File: config.mk
export PLATFORM = sky130hd
export DESIGN_NAME = cdb_arbiter
export DESIGN_NICKNAME = d
export VERILOG_FILES = /design/src/rtl/cdb_arbiter_pkg.sv /design/src/rtl/cdb_fifo.sv /design/src/rtl/cdb_arbiter.sv
export SDC_FILE = /design/constraint.sdc
export NUM_CORES = 1
export LEC_CHECK = 0
export ABC_AREA = 0
export BUFFER_PORTS_ARGS = -buffer_cell sky130_fd_sc_hd__buf_4
export CORE_UTILIZATION = 45
export DETAILED_ROUTE_END_ITERATION = 12
export SETUP_SLACK_MARGIN = 0.02
export SLEW_MARGIN = 20
export SYNTH_ARGS = -nofsm -noshare
export SYNTH_HDL_FRONTEND = slang
export SYNTH_SLANG_ARGS = --single-unit
File: constraint.sdc
create_clock -name clk_in -period 4.7 [get_ports clk_in]
set_input_delay 0.705 -clock clk_in [delete_from_list [all_inputs] [get_ports clk_in]]
set_output_delay 0.705 -clock clk_in [all_outputs]
set_load 0.005 [all_outputs]
File: src/rtl/cdb_arbiter_pkg.sv
// Shared constants and source encoding for the CDB arbiter slice.
package cdb_arbiter_pkg;

  localparam int unsigned CDB_DATA_WIDTH = 32;
  localparam int unsigned STALL_SLACK    = 2;

  typedef enum logic {
    SRC_ALU = 1'b0,
    SRC_LSB = 1'b1
  } cdb_src_e;

endpackage

File: src/rtl/cdb_fifo.sv
// Per-source result FIFO; a push into a full FIFO is accepted only alongside a pop.
module cdb_fifo #(
  parameter int unsigned WIDTH = 36,
  parameter int unsigned AW    = 2,
  parameter int unsigned DEPTH = 1 << AW
) (
  input  logic             clk_in,
  input  logic             rst_in,
  input  logic             flush,
  input  logic             push,
  input  logic             pop,
  input  logic [WIDTH-1:0] din,
  output logic [WIDTH-1:0] head,
  output logic [AW:0]      count,
  output logic             full,
  output logic             empty
);

  logic [WIDTH-1:0] mem [DEPTH];
  logic [AW-1:0]    rd_ptr;
  logic [AW-1:0]    wr_ptr;
  logic             do_push;
  logic             do_pop;

  function automatic logic [AW-1:0] next_ptr(input logic [AW-1:0] p);
    return (p == AW'(DEPTH - 1)) ? '0 : p + AW'(1);
  endfunction

  assign full    = (count == (AW+1)'(DEPTH));
  assign empty   = (count == '0);
  assign head    = mem[rd_ptr];
  assign do_pop  = pop && !empty;
  assign do_push = push && !flush && (!full || do_pop);

  always_ff @(posedge clk_in) begin
    if (rst_in || flush) begin
      rd_ptr <= '0;
      wr_ptr <= '0;
      count  <= '0;
    end else begin
      if (do_push) wr_ptr <= next_ptr(wr_ptr);
      if (do_pop)  rd_ptr <= next_ptr(rd_ptr);
      count <= count + (AW+1)'(do_push) - (AW+1)'(do_pop);
    end
  end

  always_ff @(posedge clk_in) begin
    if (rst_in) begin
      for (int unsigned i = 0; i < DEPTH; i++) mem[i] <= '0;
    end else if (do_push) begin
      mem[wr_ptr] <= din;
    end
  end

endmodule

File: src/rtl/cdb_arbiter.sv
// Two-source CDB arbiter: per-source FIFOs, registered broadcast, stall decode.
// CDB_ARB_RR_EN selects round-robin; otherwise the LSB wins when both heads are valid.
module cdb_arbiter
  import cdb_arbiter_pkg::*;
#(
  parameter int unsigned RoB_WIDTH  = 4,
  parameter int unsigned FIFO_WIDTH = 2,
  parameter int unsigned FIFO_DEPTH = 1 << FIFO_WIDTH
) (
  input  logic                 clk_in,
  input  logic                 rst_in,
  input  logic                 rdy_in,
  input  logic                 flush_signal,
  input  logic                 alu_en,
  input  logic [RoB_WIDTH-1:0] alu_index,
  input  logic [31:0]          alu_data,
  input  logic                 lsb_en,
  input  logic [RoB_WIDTH-1:0] lsb_index,
  input  logic [31:0]          lsb_data,
  output logic                 alu_stall,
  output logic                 lsb_stall,
  output logic                 CDB_update_en,
  output logic [RoB_WIDTH-1:0] CDB_update_index,
  output logic [31:0]          CDB_update_data,
  output logic                 CDB_source,
  output logic                 overflow
);

  typedef struct packed {
    logic [RoB_WIDTH-1:0]      index;
    logic [CDB_DATA_WIDTH-1:0] data;
  } cdb_rec_t;

  localparam int unsigned REC_W = $bits(cdb_rec_t);

  cdb_rec_t        alu_head, lsb_head, grant_rec;
  logic [FIFO_WIDTH:0] alu_count, lsb_count;
  logic            alu_full, alu_empty, lsb_full, lsb_empty;
  logic            run, alu_push, lsb_push, alu_pop, lsb_pop, any_valid;
  cdb_src_e        grant_src;
`ifdef CDB_ARB_RR_EN
  cdb_src_e        last_grant;
`endif

  assign run      = rdy_in && !flush_signal;
  assign alu_push = run && alu_en;
  assign lsb_push = run && lsb_en;

  cdb_fifo #(.WIDTH(REC_W), .AW(FIFO_WIDTH), .DEPTH(FIFO_DEPTH)) u_alu_fifo (
    .clk_in(clk_in), .rst_in(rst_in), .flush(flush_signal),
    .push(alu_push), .pop(alu_pop), .din({alu_index, alu_data}),
    .head(alu_head), .count(alu_count), .full(alu_full), .empty(alu_empty)
  );

  cdb_fifo #(.WIDTH(REC_W), .AW(FIFO_WIDTH), .DEPTH(FIFO_DEPTH)) u_lsb_fifo (
    .clk_in(clk_in), .rst_in(rst_in), .flush(flush_signal),
    .push(lsb_push), .pop(lsb_pop), .din({lsb_index, lsb_data}),
    .head(lsb_head), .count(lsb_count), .full(lsb_full), .empty(lsb_empty)
  );

  always_comb begin
    any_valid = !alu_empty || !lsb_empty;
    grant_src = lsb_empty ? SRC_ALU : SRC_LSB;
`ifdef CDB_ARB_RR_EN
    if (!alu_empty && !lsb_empty)
      grant_src = (last_grant == SRC_ALU) ? SRC_LSB : SRC_ALU;
`endif
    grant_rec = (grant_src == SRC_LSB) ? lsb_head : alu_head;
    alu_pop   = run && !alu_empty && (grant_src == SRC_ALU);
    lsb_pop   = run && !lsb_empty && (grant_src == SRC_LSB);
  end

  always_ff @(posedge clk_in) begin
    if (rst_in) begin
      CDB_update_en    <= 1'b0;
      CDB_update_index <= '0;
      CDB_update_data  <= '0;
      CDB_source       <= 1'b0;
    end else if (!run) begin
      CDB_update_en <= 1'b0;
    end else begin
      CDB_update_en <= any_valid;
      if (any_valid) begin
        CDB_update_index <= grant_rec.index;
        CDB_update_data  <= grant_rec.data;
        CDB_source       <= grant_src;
      end
    end
  end

`ifdef CDB_ARB_RR_EN
  // Cleared as "LSB went last" so the ALU wins the first contested cycle.
  always_ff @(posedge clk_in) begin
    if (rst_in || flush_signal) last_grant <= SRC_LSB;
    else if (run && any_valid)  last_grant <= grant_src;
  end
`endif

  always_ff @(posedge clk_in) begin
    if (rst_in)
      overflow <= 1'b0;
    else if ((alu_push && alu_full && !alu_pop) || (lsb_push && lsb_full && !lsb_pop))
      overflow <= 1'b1;
  end

  assign alu_stall = (alu_count >= (FIFO_WIDTH+1)'(FIFO_DEPTH - STALL_SLACK));
  assign lsb_stall = (lsb_count >= (FIFO_WIDTH+1)'(FIFO_DEPTH - STALL_SLACK));

endmodule
# [Word level (Yosys, flattened, before mapping)]
# Memories as Yosys holds them, arrays and structs flattened. A register that Yosys moved wholly into a read port is not among the register bits.
# Cells that the tools add are included.
# Widths: inputs -> output; s select.
[op_classes] eq_ne=6 muxes=24 reduce_logical=35 add_sub_neg=8 n_bitwise=1 magnitude_cmp=2
[ops] op="$mux 36" n=3
[ops] op="$reduce_or 36->1" n=2
[ops] op="$mux 2" n=10
[ops] op="$logic_and 1x1->1" n=17
[ops] op="$mux 1" n=11
[ops] op="$add 2x1->2 const B" n=4
[ops] op="$eq 2x2->1 const B" n=4
[ops] op="$logic_not 1->1" n=7
[ops] op="$add 3x1->3" n=2
[ops] op="$eq 3x3->1 const B" n=2
[ops] op="$ge 3x2->1 const B" n=2
[ops] op="$logic_not 3->1" n=2
[ops] op="$sub 3x1->3" n=2
[ops] op="$logic_or 1x1->1" n=5
[ops] op="$reduce_and 2->1" n=1
[ops] op="$reduce_or 2->1" n=1
[ops] op="$not 1->1" n=1
[word_totals] mem_bits_rw=288 n_memories=2 input_bits=78 output_inout_bits=41 register_bits=53 elab_cells=89
[mem_list] memory="u_alu_fifo.mem" words=4 word_bits=36 rd=1 rd_ports_with_merged_regs=1 write_ports=4 line="cdb_fifo.sv:19" text="logic [WIDTH-1:0] mem [DEPTH];"
[mem_list] memory="u_lsb_fifo.mem" words=4 word_bits=36 rd=1 rd_ports_with_merged_regs=1 write_ports=4 line="cdb_fifo.sv:19"

# [Depth between registers and ports, before layout]
[depth] word_depth=12 ltp_mapped=9

# [Modules after synthesis]
# A second synthesis with hierarchy kept.
[hier_totals] cells_unflattened=1006 area_unflattened_um2=15391.0
[by_module_without_submodules] module="cdb_fifo (u_lsb_fifo)" area_per_inst_um2=6725.2 seq_area_each_um2=4504.3 instances=1 cells_per_inst=410
[by_module_without_submodules] module="cdb_fifo (u_alu_fifo)" area_per_inst_um2=6697.7 seq_area_each_um2=4504.3 instances=1 cells_per_inst=411
[by_module_without_submodules] module="cdb_arbiter" area_per_inst_um2=1968.1 seq_area_each_um2=780.7 instances=1 cells_per_inst=185

# [Worst setup path after synthesis]
# OpenSTA, ideal clock, no wires.
[synth_timing] kind="in2reg" from="in flush_signal" to="mem u_lsb_fifo.mem[1][0], enable pin" setup_slack_ps=433 t_required_ps=4221 setup_ps=479 path_stages=3 arrival_time_ps=3788 cell_sequence="and2b_1 -> nand2_1 -> o21ai_0"
[synth_lines] element="start, declared" line="cdb_arbiter.sv:13" text="input logic flush_signal,"
[synth_lines] element="end, declared" line="cdb_fifo.sv:19"

==> out/results.tsv <==
metric	value	unit
final slew viol count	0	
footprint of the multi-input gates	4700	µm²
Mapped Cells	932	
die area	33700	µm²
Final period util	58.4	%
Antenna Cells	0	
Fillers	2688	
FF/Latch Area	9790	µm²
grt ovf	0	
Syn-to-layout area delta	17.3	%
leak pwr	6.50	nW
vias in the first global route	8050	
CTS buffer count	38	
RR Endpoint	u_alu_fifo.mem[0][19]	
HP Start	alu_en	
Yosys Warn Count	0	
worst skew pair latency	0.52	ns
DR WL/cell	21.4	µm
R2R depth	6	
CTS tree	built	
core area	32500	µm²
final net count	1146	
Worst IR Drop VDD	233	µV
status	complete, but fails checks	
Worst Hold End	overflow	
Final Hold Viols	0	
FF+latch count, synth	345	
initial antenna violation count	0	
vias per cell	5.22	
Placement Setup Slack	1.41	ns
# Post-CTS Setup Buffers	0	
GPL Wtd Cong	0.728	
Slew headroom	28.3	%
Crit path arrival time	2.94	ns
Die Span Y	183	µm
Pwr Density	378	nW/µm²
largest net degree at the start of global routing	40	
num rows	66	
skew final	0.0204	ns
post-synthesis sequential area ratio	66.0	%
worst path required time	4.90	ns
Critical Path Fanout Max	39	
DRC Markers	2	
CTS sink cnt	345	
startpoint types	flip-flop	
Fin Hold WS	0.450	ns
fin util	53.6	%
fraction of layout cells with a size suffix above 1	26.8	%
DIE WIDTH	183	µm
gr usage total	20.1	%
reg2reg start	u_lsb_fifo.count[0]	
Longest Clk Path Bufs	3	
CTS resizes	0	
DRT iter0 DRCs	583	
max-cap violations	0	
Reg2Reg Setup Slack	1.96	ns
H-tree depth	2	
setup TNS	0	ns
post-synth net total	1022	
fin area	17400	µm²
Worst Setup End Kind	flip-flop	
clock root cell	clkbuf_16	
Hold Path Class	primary input to flip-flop	
endpoints failing setup	0	
starting density of the core	45.7	%
# hold bufs at CTS	0	
Cell Area, Placed	16200	µm²
first-pass GRT wire length	49.7	mm
hold path cells	3	
mapped cell area	14800	µm²
Clock Pin Slew Worst Setup and Hold Paths	0.06	ns
synth unique cells	38	
Via Count	7976	
Worst Setup Path Type	flip-flop to flip-flop	
RSZ-0062 raised after global routing	no	
hpwl dp	20.7	mm
I/O Buffers	118	
Ports	119	
Antenna Violating Nets Remaining	0	
Achievable Freq	364	MHz
syn_area_per_cell	15.9	µm²
Min Clock Period, post-route	2.74	ns
failing checks	design-rule violations	
fin worst setup slack	1.96	ns
total length of routed wires	32.7	mm
total iterations of the first detailed-routing run	9	
Worst-Margin Slew	1.07	ns
[critical path, stage by stage (launching register included)]
cell and delay, ns:
dfxtp_1 0.34, nor3_4 0.29, o2111a_2 0.25, buf_4 0.38, nor3b_4 0.26, or2_2 0.55, buf_4 0.34
[worst max-delay path by stage]
stage                             start  cells past startpoint                     to
finish              u_lsb_fifo.count[0]                      6  u_alu_fifo.mem[0][19]
global route        u_lsb_fifo.count[0]                      6  u_alu_fifo.mem[0][22]
CTS                 u_lsb_fifo.count[0]                      6  u_alu_fifo.mem[0][19]
detailed placement               rst_in                      7  u_alu_fifo.mem[0][19]
global placement           flush_signal                      7  u_alu_fifo.mem[0][18]
floorplan                  flush_signal                      3   u_lsb_fifo.mem[1][0]
[flip-flops by register name, summed over array words and instances (netlist names), named ones only]
signal             flops
CDB_source             1
CDB_update_data       32
CDB_update_en          1
CDB_update_index       4
overflow               1
u_alu_fifo.count       3
u_alu_fifo.mem       144
u_alu_fifo.rd_ptr      2
u_alu_fifo.wr_ptr      2
u_lsb_fifo.count       3
u_lsb_fifo.mem       144
u_lsb_fifo.rd_ptr      2
u_lsb_fifo.wr_ptr      2
[placed cells by master, fill, tap and decap left out, types with 4 or more instances in the layout]
cell,instances
clkbuf_16,39
clkbuf_1,14
inv_1,14
ha_1,10
or2_2,6
dfxtp_1,53
mux4_2,72
nand2_1,9
and2_1,288
buf_4,137
nor2_1,12
a21oi_1,7
dfxtp_2,4
mux2i_1,4
clkinv_2,6
edfxtp_1,288
nor2b_1,36
clkbuf_8,5
a221o_1,36
[metrics by stage]
step,total power [mW],cells
floorplan,3.63,932
detailed placement,3.80,1457
CTS,6.62,1526
global route,6.79,1527
global placement,3.80,1457
finish,6.57,1527
[metal layers]
layer  GRT usage [%]  part of all wire, %  routed length (µm)
met1            28.4                   45               14900
met2            32.6                   48               15700
met3            2.99                  4.5                1460
met4            5.53                  2.0                 660
met5               0                    0                   0
[power breakdown]
group	switching, mW	internal (mW)	total [mW]
Combinational	0.163	0.129	0.292
Clock	1.16	1.67	2.83
Sequential	0.0335	3.41	3.45
[cell usage after synthesis, drive strengths merged]
cell    count  area [µm²]
and2b       1        7.51
or3         3        18.8
mux2i       4        40.0
a221o      36         360
o31ai       1        7.51
o21ai       3        15.0
buf        31         230
nor2       13        48.8
or2         6        37.5
a31oi       1        6.26
or3b        1        8.76
fa          2        40.0
nor2b      36         225
and3b       3        26.3
o2111a      1        12.5
nor3b       1        18.8
edfxtp    288        8650
xor2        1        8.76
nand3       3        15.0
mux4       72        1620
xnor2       1        8.76
nand2      10        37.5
dfxtp      57        1140
o211a       1        10.0
inv        14        52.6
and3        1        6.26
nor3        5        57.6
nand2b      2        12.5
and2      291        1820
clkbuf     25        93.8
nor4        1        21.3
ha         10         125
a21oi       7        35.0
[layout make-up]
class                      count  area share [%]
clock buffer                  58            6.31
clock inverter                11           0.526
inverter                      14           0.302
multi-input combinational    517            27.0
sequential                   345            56.4
tap                          442            3.18
timing repair buffer         140            6.31
[cells by family after synthesis]
kind of cell	count (synthesis)	synth area share, %
buffers and inverters	70	2.54
xor gates and xnor gates	2	0.118
and+or+nand+nor	377	16.0
adders and majority gates	12	1.11
DFF	345	66.0
AOI/OAI and AO/OA	50	3.01
muxes	76	11.2
Note: power is estimated with default switching activity, not from simulation.
